===== src/rtl/mem_port_arbiter.sv =====
// mem_port_arbiter: shares one external memory refill port between the
// instruction cache (requester 0) and the data cache (requester 1).
// Round-robin grant, held for a full BEATS-word refill burst, followed by a
// single release cycle before the next arbitration.
module mem_port_arbiter #(
  parameter int ADR_WIDTH  = 32,
  parameter int DATA_WIDTH = 32,
  parameter int BEATS      = 4
) (
  input  logic                  clk,
  input  logic                  rst,
  input  logic                  req_cc2arb_0,
  input  logic [ADR_WIDTH-1:0]  adr_cc2arb_0,
  output logic                  ack_arb2cc_0,
  output logic [DATA_WIDTH-1:0] dat_arb2cc_0,
  input  logic                  req_cc2arb_1,
  input  logic [ADR_WIDTH-1:0]  adr_cc2arb_1,
  output logic                  ack_arb2cc_1,
  output logic [DATA_WIDTH-1:0] dat_arb2cc_1,
  output logic                  req_arb2mem,
  output logic [ADR_WIDTH-1:0]  adr_arb2mem,
  input  logic                  ack_mem2arb,
  input  logic [DATA_WIDTH-1:0] dat_mem2arb,
  output logic                  busy,
  output logic                  owner,
  output logic                  err_spurious
);

  localparam int CNT_W = $clog2(BEATS);
  localparam logic [CNT_W-1:0] LAST_BEAT = CNT_W'(BEATS - 1);

  typedef enum logic [1:0] {
    ST_IDLE    = 2'd0,
    ST_BUSY    = 2'd1,
    ST_RELEASE = 2'd2
  } state_t;

  state_t               state_reg,    state_next;
  logic                 rr_ptr_reg,   rr_ptr_next;
  logic [CNT_W-1:0]     beat_cnt_reg, beat_cnt_next;
  logic                 owner_reg,    owner_next;
  logic [ADR_WIDTH-1:0] adr_reg,      adr_next;
  logic                 req_mem_reg,  req_mem_next;
  logic                 err_reg,      err_next;

  // Requester-indexed views so arbitration and routing can be written once.
  logic [1:0]            req_vec;
  logic [ADR_WIDTH-1:0]  adr_vec [2];
  logic [1:0]            ack_vec;
  logic [DATA_WIDTH-1:0] dat_vec [2];
  logic                  winner;

  assign req_vec    = {req_cc2arb_1, req_cc2arb_0};
  assign adr_vec[0] = adr_cc2arb_0;
  assign adr_vec[1] = adr_cc2arb_1;

  // The pointer side wins when it is asking; otherwise the other side must be.
  assign winner = req_vec[rr_ptr_reg] ? rr_ptr_reg : ~rr_ptr_reg;

  // Beats are steered to the owner only while a burst is in flight; stray
  // memory acks outside BUSY never reach either cache.
  generate
    for (genvar gi = 0; gi < 2; gi++) begin : g_route
      logic sel;
      assign sel         = (state_reg == ST_BUSY) && (owner_reg == 1'(gi));
      assign ack_vec[gi] = sel & ack_mem2arb;
      assign dat_vec[gi] = sel ? dat_mem2arb : '0;
    end
  endgenerate

  assign ack_arb2cc_0 = ack_vec[0];
  assign ack_arb2cc_1 = ack_vec[1];
  assign dat_arb2cc_0 = dat_vec[0];
  assign dat_arb2cc_1 = dat_vec[1];

  assign req_arb2mem  = req_mem_reg;
  assign adr_arb2mem  = adr_reg;
  assign busy         = (state_reg == ST_BUSY);
  assign owner        = owner_reg;
  assign err_spurious = err_reg;

  // Next-state logic: grant in IDLE, count beats in BUSY, one idle cycle in RELEASE.
  always_comb begin
    state_next    = state_reg;
    rr_ptr_next   = rr_ptr_reg;
    beat_cnt_next = beat_cnt_reg;
    owner_next    = owner_reg;
    adr_next      = adr_reg;
    req_mem_next  = req_mem_reg;
    err_next      = err_reg;

    case (state_reg)
      ST_IDLE: begin
        if (|req_vec) begin
          owner_next    = winner;
          adr_next      = adr_vec[winner];
          req_mem_next  = 1'b1;
          beat_cnt_next = '0;
          state_next    = ST_BUSY;
        end
      end
      ST_BUSY: begin
        // Memory cannot abort, so the burst runs to BEATS acks even if the
        // owner has already dropped its request.
        if (ack_mem2arb) begin
          if (beat_cnt_reg == LAST_BEAT) begin
            req_mem_next = 1'b0;
            rr_ptr_next  = ~owner_reg;
            state_next   = ST_RELEASE;
          end else begin
            beat_cnt_next = beat_cnt_reg + 1'b1;
          end
        end
      end
      ST_RELEASE: begin
        state_next = ST_IDLE;
      end
      default: begin
        state_next   = ST_IDLE;
        req_mem_next = 1'b0;
      end
    endcase

    // A memory ack with no burst outstanding is a protocol error; latch it.
    if (ack_mem2arb && (state_reg != ST_BUSY)) begin
      err_next = 1'b1;
    end
  end

  // State register; reset drops any in-flight burst immediately.
  always_ff @(posedge clk or negedge rst) begin
    if (!rst) begin
      state_reg    <= ST_IDLE;
      rr_ptr_reg   <= 1'b0;
      beat_cnt_reg <= '0;
      owner_reg    <= 1'b0;
      adr_reg      <= '0;
      req_mem_reg  <= 1'b0;
      err_reg      <= 1'b0;
    end else begin
      state_reg    <= state_next;
      rr_ptr_reg   <= rr_ptr_next;
      beat_cnt_reg <= beat_cnt_next;
      owner_reg    <= owner_next;
      adr_reg      <= adr_next;
      req_mem_reg  <= req_mem_next;
      err_reg      <= err_next;
    end
  end

endmodule

===== config.mk =====
export PLATFORM = sky130hd
export DESIGN_NAME = mem_port_arbiter
export DESIGN_NICKNAME = d
export VERILOG_FILES = /design/src/rtl/mem_port_arbiter.sv
export SDC_FILE = /design/constraint.sdc
export NUM_CORES = 1
export LEC_CHECK = 0
export CORE_MARGIN = 1
export CORE_UTILIZATION = 33
export DETAILED_ROUTE_END_ITERATION = 12
export PLACE_DENSITY = 0.82
export RECOVER_POWER = 25
export SYNTH_ARGS = -nofsm -noshare
export SYNTH_HDL_FRONTEND = slang
export SYNTH_SLANG_ARGS = --single-unit

===== constraint.sdc =====
create_clock -name clk -period 2.2 [get_ports clk]
set_input_delay 0.66 -clock clk [delete_from_list [all_inputs] [get_ports clk]]
set_output_delay 0.66 -clock clk [all_outputs]
set_load 0.05 [all_outputs]

==> results of run 1 <==
[cell type report]
cell class                 instances  area (sq um)
clock inverter                     1          8.76
sequential                        40          1000
multi-input combinational        220          1420
tap                               99           124
fill                             455          1710
clock buffer                       7          76.3
inverter                           3          13.8
timing repair buffer             226          2900
antenna                            2          5.00
[through the flow]
step           hold slack [ns]  setup TNS, ns   util  area [sq um]
2_1_floorplan            0.364        -0.0447      -          2550
3_3_place_gp             0.445              0  0.735          5330
3_5_place_dp             0.455        -0.0321  0.735          5330
4_1_cts                  0.333              0  0.762          5530
5_1_grt                  0.488        -0.0124  0.765          5550
6_report                 0.467              0  0.765          5550
[repair_timing]
| item | 4_1_cts | 5_1_grt |
|---|---|---|
| resized for setup | 19 | 7 |
| gates cloned | 1 | 1 |
| hold endpoints to repair | 0 | 0 |
| buffers inserted | 4 | 0 |
| setup endpoints to repair | 66 | 16 |
| pin swaps | 2 | 1 |
[layer usage]
layer / track usage / part of all wire / vias to the layer above
li1: - / - / 1479
met1: 0.276 / 0.36 / 1519
met2: 0.499 / 0.52 / 174
met3: 0.0802 / 0.087 / 25
met4: 0.106 / 0.034 / 0
met5: 0 / 0 / -
[worst max-delay path: cells and delay by family]
family	cells	cell delay, ns
AND/OR/NAND/NOR	1	0.21
buffers and inverters	2	0.64
[power by group]
group	total [mW]	internal (mW)	switching, mW	leakage (nW)
clock	0.481	0.227	0.255	0.0424
combinational	7.26	3.07	4.19	1.82
sequential	1.32	1.09	0.232	0.447
total	9.06	4.39	4.68	2.31
[Yosys cell counts]
master / n / share of area
o21ai_0: 34 / 0.069
nand2b_1: 1 / 0.0025
o31ai_1: 1 / 0.0030
nor2_1: 4 / 0.0061
and3b_1: 1 / 0.0035
mux2_2: 1 / 0.0046
and2_4: 1 / 0.0035
buf_6: 5 / 0.023
clkinv_1: 1 / 0.0015
or2_2: 1 / 0.0025
a21oi_1: 34 / 0.069
dfrtp_1: 40 / 0.40
clkbuf_1: 21 / 0.032
buf_2: 8 / 0.016
a31oi_2: 3 / 0.015
and2_1: 34 / 0.086
a21o_1: 2 / 0.0061
o21ba_1: 1 / 0.0040
a31oi_1: 30 / 0.076
nand3_1: 32 / 0.065
inv_1: 2 / 0.0030
a22o_1: 1 / 0.0035
and3_1: 33 / 0.084
ha_1: 2 / 0.010
o22ai_1: 1 / 0.0025
nand2_1: 3 / 0.0046
[path summary, 6_finish.rpt]
| kind | from | endpoint | slack (ns) |
|---|---|---|---|
| min in group asynchronous | rst | adr_arb2mem[24] | 0.61 |
| max in group asynchronous | rst | state_reg[0] | 0.88 |
| worst max-delay path | dat_mem2arb[9] | dat_arb2cc_1[9] | 0.03 |
| worst min-delay path | err_spurious | err_spurious | 0.47 |
| worst max register to register | state_reg[0] | owner | 0.59 |
| worst min register to register | err_spurious | err_spurious | 0.47 |
[cells by family after synthesis]
logic type      count (synthesis)  synth area share
compound gates                107             0.248
flops                          40             0.405
fa+ha+maj                       2            0.0101
mux                             1           0.00455
simple gates                  110             0.257
buf+inv                        37            0.0754
==> key figures, run 1 <==
Status
  • Status: finished, final reports clean

Floorplan
  • Starting Density: 0.341
  • Die height: 88.6 um
  • Die Width: 88.6 um
  • Die area: 7840 sq um
  • Ports: 203
  • Core Region: 7250 sq um
  • Rows: 31

Yosys
  • Avg Inst Size Synth: 8.32 sq um
  • Yosys warning count: 0
  • Mapped Area: 2470 sq um
  • #FFs+latches synth: 40
  • Count of different cell masters after synthesis: 26
  • Register area share after synthesis: 0.405
  • Synth Instances: 297
  • Mapped Nets: 400

Route
  • Routed WL: 10.9 mm
  • DRC: 0
  • Pre-Repair DR Iteration Count: 4
  • Via density: 5.35
  • Initial DRC count: 173
  • Vias: 3197
  • DRT antenna net count: 0
  • Wirelength per Cell: 18.3 um

Clocking
  • H-tree levels: 2
  • Clk root buf: clkbuf_8
  • Inserted Clock Buffers: 5
  • Cts hold-fix bufs: 0
  • Reg clk slew, reported paths: 0.07 ns
  • Clock sinks: 40
  • Clk buf depth: 2
  • Latest clock arrival within the worst-skew pair: 0.29 ns
  • CTS tree: yes

Global route
  • First-pass GRT wire length: 16.0 mm
  • Grt ovf: 0
  • Largest net degree at the start of global routing: 41
  • GR Util All Layers: 0.266
  • Vias in the first global route: 3133
  • Initial antenna violation count: 2

Job
  • Max_cap viols: 0

Worst setup path
  • Critical path class: primary input to primary output
  • CP endpoint kind: primary output
  • R2R depth: 4
  • CP Launch Type: primary input
  • Crit-path max cell delay: 0.50 ns
  • Crit path cell chain: clkdlybuf4s50_1, and3_2, buf_12
  • Largest fanout on the critical path: 2
  • CP required: 1.54 ns
  • Critical path arrival: 1.51 ns
  • CP max stage cell: clkdlybuf4s50_1

Place
  • Post-Place Cells: 582
  • Place WS: -0.0137 ns
  • Hpwl dp: 8.22 mm
  • PortBufs: 202
  • Gpl congestion: 0.770

Power and ir drop
  • Power per cell area: 1630 nW/um^2
  • Lkg Pwr: 2.31 nW
  • Peak VDD IR: 0.795 mV
  • Overall Power: 9.06 mW

Final layout
  • Final Net Count: 599
  • Synth-to-Final Area Change: 124%
  • Fin cells: 598
  • Layout cells sized above 1: 0.366
  • Most frequent cells in the layout: 122 x clkdlybuf4s50_1, 69 x buf_12, 39 x dfrtp_1, 34 x o21ai_0, 34 x a21oi_1
  • Max reg flops: 32
  • Commonest non-fill, non-tap cell in the layout: clkdlybuf4s50_1

Timing
  • Worst Max-Slew Pin Slew: 1.02 ns
  • Tmin final: 2.17 ns
  • RSZ-0062 raised after global routing: yes
  • Hold Fails Final Rpt: 0
  • Period utilization: 0.987
  • Clock Skews: 0.0149 ns
  • Fmax: 0.461 GHz
  • Max-slew violations: 0
  • Final worst slack: 0.0290 ns
  • Setup violators final: 0
  • Slew HR: 0.323

Worst hold path
  • Hold Path Depth: 1
  • Min-Delay Path Class: flip-flop to flip-flop
No activity file was read; power rests on OpenSTA's default activity.
==> run 2: changes to the inputs <==
--- a/config.mk
+++ b/config.mk
@@ -5,10 +5,12 @@
 export SDC_FILE = /design/constraint.sdc
 export NUM_CORES = 1
 export LEC_CHECK = 0
+export CELL_PAD_IN_SITES_DETAIL_PLACEMENT = 1
+export CELL_PAD_IN_SITES_GLOBAL_PLACEMENT = 1
 export CORE_MARGIN = 1
-export CORE_UTILIZATION = 33
+export CORE_UTILIZATION = 22
 export DETAILED_ROUTE_END_ITERATION = 12
-export PLACE_DENSITY = 0.82
+export PLACE_DENSITY_LB_ADDON = 0.1
 export RECOVER_POWER = 25
 export SYNTH_ARGS = -nofsm -noshare
 export SYNTH_HDL_FRONTEND = slang
==> key figures, run 2 (same netlist as run 1, synthesis figures left out) <==
Timing
  • Hold slack: 0.464 ns (was 0.467 ns)
  • TNS Setup: 0 ns (unchanged)
  • Hold Fails Final Rpt: 0 (unchanged)
  • Max-slew violations: 0 (unchanged)
  • Setup violators final: 0 (unchanged)
  • Slew HR: 0.178 (was 0.323)
  • Tmin final: 2.16 ns (was 2.17 ns)
  • Period utilization: 0.981 (was 0.987)
  • Clock Skews: 0.0133 ns (was 0.0149 ns)
  • Fmax: 0.463 GHz (was 0.461 GHz)
  • RSZ-0062 raised after global routing: yes (unchanged)
  • Worst Max-Slew Pin Slew: 1.23 ns (was 1.02 ns)

Clocking
  • Cts hold-fix bufs: 0 (unchanged)
  • Inserted Clock Buffers: 5 (unchanged)
  • CTS tree: yes (unchanged)
  • Latest clock arrival within the worst-skew pair: 0.29 ns (about the same)
  • H-tree levels: 2 (unchanged)
  • Clk root buf: clkbuf_8 (unchanged)
  • Reg clk slew, reported paths: 0.07 ns (about the same)
  • Clk buf depth: 2 (unchanged)
  • Clock sinks: 40 (unchanged)

Power and ir drop
  • Sw Share: 0.511 (was 0.516)
  • Flop pwr share: 0.143 (was 0.146)
  • Overall Power: 9.16 mW (was 9.06 mW)
  • Clock share of power: 0.065 (was 0.053)
  • Pint: 4.48 mW (was 4.39 mW)
  • Peak VDD IR: 0.740 mV (was 0.795 mV)
  • Power per cell area: 1630 nW/um^2 (about the same)
  • Lkg Pwr: 2.33 nW (was 2.31 nW)
  • Sw power: 4.68 mW (about the same)
  • Combinational group share of total power: 0.792 (was 0.801)

Worst setup path
  • CP endpoint kind: primary output (unchanged)
  • Critical path arrival: 1.50 ns (was 1.51 ns)
  • CP required: 1.54 ns (about the same)
  • Largest fanout on the critical path: 18 (was 2)
  • CP Launch Type: flip-flop (was primary input)
  • Critical path class: flip-flop to primary output (was primary input to primary output)

Global route
  • GR Util met2: 0.359 (was 0.499)
  • Grt ovf: 0 (unchanged)
  • First-pass GRT wire length: 18.3 mm (was 16.0 mm)
  • GR Util All Layers: 0.202 (was 0.266)
  • Most Used Layer, Global Route: met2 (unchanged)
  • Initial antenna violation count: 0 (was 2)
  • Vias in the first global route: 3255 (was 3133)
  • Grt met3 use: 0.0374 (was 0.0802)
  • Met1 usage: 0.249 (was 0.276)
  • Largest net degree at the start of global routing: 38 (was 41)

Route
  • Initial DRC count: 79 (was 173)
  • DRC: 0 (unchanged)
  • DRT antenna net count: 0 (unchanged)
  • Vias: 3020 (was 3197)
  • Routed WL: 11.8 mm (was 10.9 mm)
  • Via density: 4.76 (was 5.35)
  • Pre-Repair DR Iteration Count: 6 (was 4)
  • Wirelength per Cell: 18.6 um (was 18.3 um)

Final layout
  • Synth-to-Final Area Change: 127% (was 124%)
  • Commonest non-fill, non-tap cell in the layout: clkdlybuf4s50_1 (unchanged)
  • Design Area, Final: 5610 sq um (was 5550 sq um)
  • ANT cells: 0 (was 2)
  • Most frequent cells in the layout: 123 x clkdlybuf4s50_1, 74 x buf_12, 40 x dfrtp_1, 34 x o21ai_0, 34 x a21oi_1 (was 122 x clkdlybuf4s50_1, 69 x buf_12, 39 x dfrtp_1, 34 x o21ai_0, 34 x a21oi_1)
  • Max reg flops: 32 (unchanged)
  • Final Net Count: 597 (was 599)
  • Layout cells sized above 1: 0.356 (was 0.366)

Place
  • Placed instance area: 5460 sq um (was 5330 sq um)
  • Gpl congestion: 0.732 (was 0.770)
  • PortBufs: 202 (unchanged)
  • Hpwl dp: 8.98 mm (was 8.22 mm)

Floorplan
  • Die area: 11700 sq um (was 7840 sq um)
  • Die height: 108 um (was 88.6 um)
  • Ports: 203 (unchanged)
  • Core Region: 10900 sq um (was 7250 sq um)
  • Rows: 38 (was 31)
  • Starting Density: 0.227 (was 0.341)
  • Die Width: 108 um (was 88.6 um)

Job
  • Max_cap viols: 0 (unchanged)

Status
  • Status: finished, final reports clean (unchanged)

Worst hold path
  • Min-Delay Path Class: flip-flop to flip-flop (unchanged)
[run 2: worst max-delay path: stages (launching register included)]
cell	delay, ns
dfrtp_1	0.39
nand2b_4	0.18
inv_4	0.12
buf_12	0.16
and3_2	0.22
buf_12	0.14
[run 2: timing repair]
action	4_1_cts	5_1_grt
pin swaps	1	1
hold endpoints to repair	0	0
buffers inserted	1	0
endpoints found under the setup margin	66	34
resized for setup	7	1
gates cloned	1	0
[run 2: layer usage]
layer	vias to the layer above	part of all wire
met2	108	0.52
li1	1466	-
met3	10	0.056
met5	-	0
met1	1436	0.41
met4	0	0.017
[run 2: power groups by stage]
stage / Clock, mW / Combinational [mW] / Sequential (mW)
floorplan: 0 / 2.88 / 2.36
global placement: 0 / 7.15 / 1.29
detailed placement: 0 / 7.22 / 1.30
CTS: 0.615 / 7.33 / 1.31
global route: 0.644 / 7.60 / 1.35
finish: 0.596 / 7.26 / 1.31
[run 2: path summary, 6_finish.rpt]
check	cells after the start	slack [ns]	to	from
worst max-delay path	5	0.04	dat_arb2cc_1[13]	state_reg[1]
worst min-delay path	1	0.46	err_spurious	err_spurious
worst max register to register	6	0.77	adr_arb2mem[4]	state_reg[1]
worst min register to register	1	0.46	err_spurious	err_spurious
max in group asynchronous	2	0.47	err_spurious	rst
min in group asynchronous	1	0.60	adr_arb2mem[13]	rst
[run 2: through the flow]
| step | util | setup slack (ns) | std cells |
|---|---|---|---|
| 2_1_floorplan | - | -0.0447 | 297 |
| 5_1_grt | 0.515 | -0.0107 | 635 |
| 3_3_place_gp | 0.502 | 0.00473 | 625 |
| 3_5_place_dp | 0.502 | -0.00751 | 625 |
| 4_1_cts | 0.516 | 0.0197 | 635 |
| 6_report | 0.515 | 0.0425 | 635 |
[run 2: layout make-up]
type	instances	area, sq um
Timing Repair Buffer	224	2930
Inverter	3	13.8
Clock buffer	6	72.6
Sequential cell	40	1000
Multi-Input combinational cell	220	1380
Fill cell	1197	5280
Tap cell	140	175
Clock inverter	2	35.0
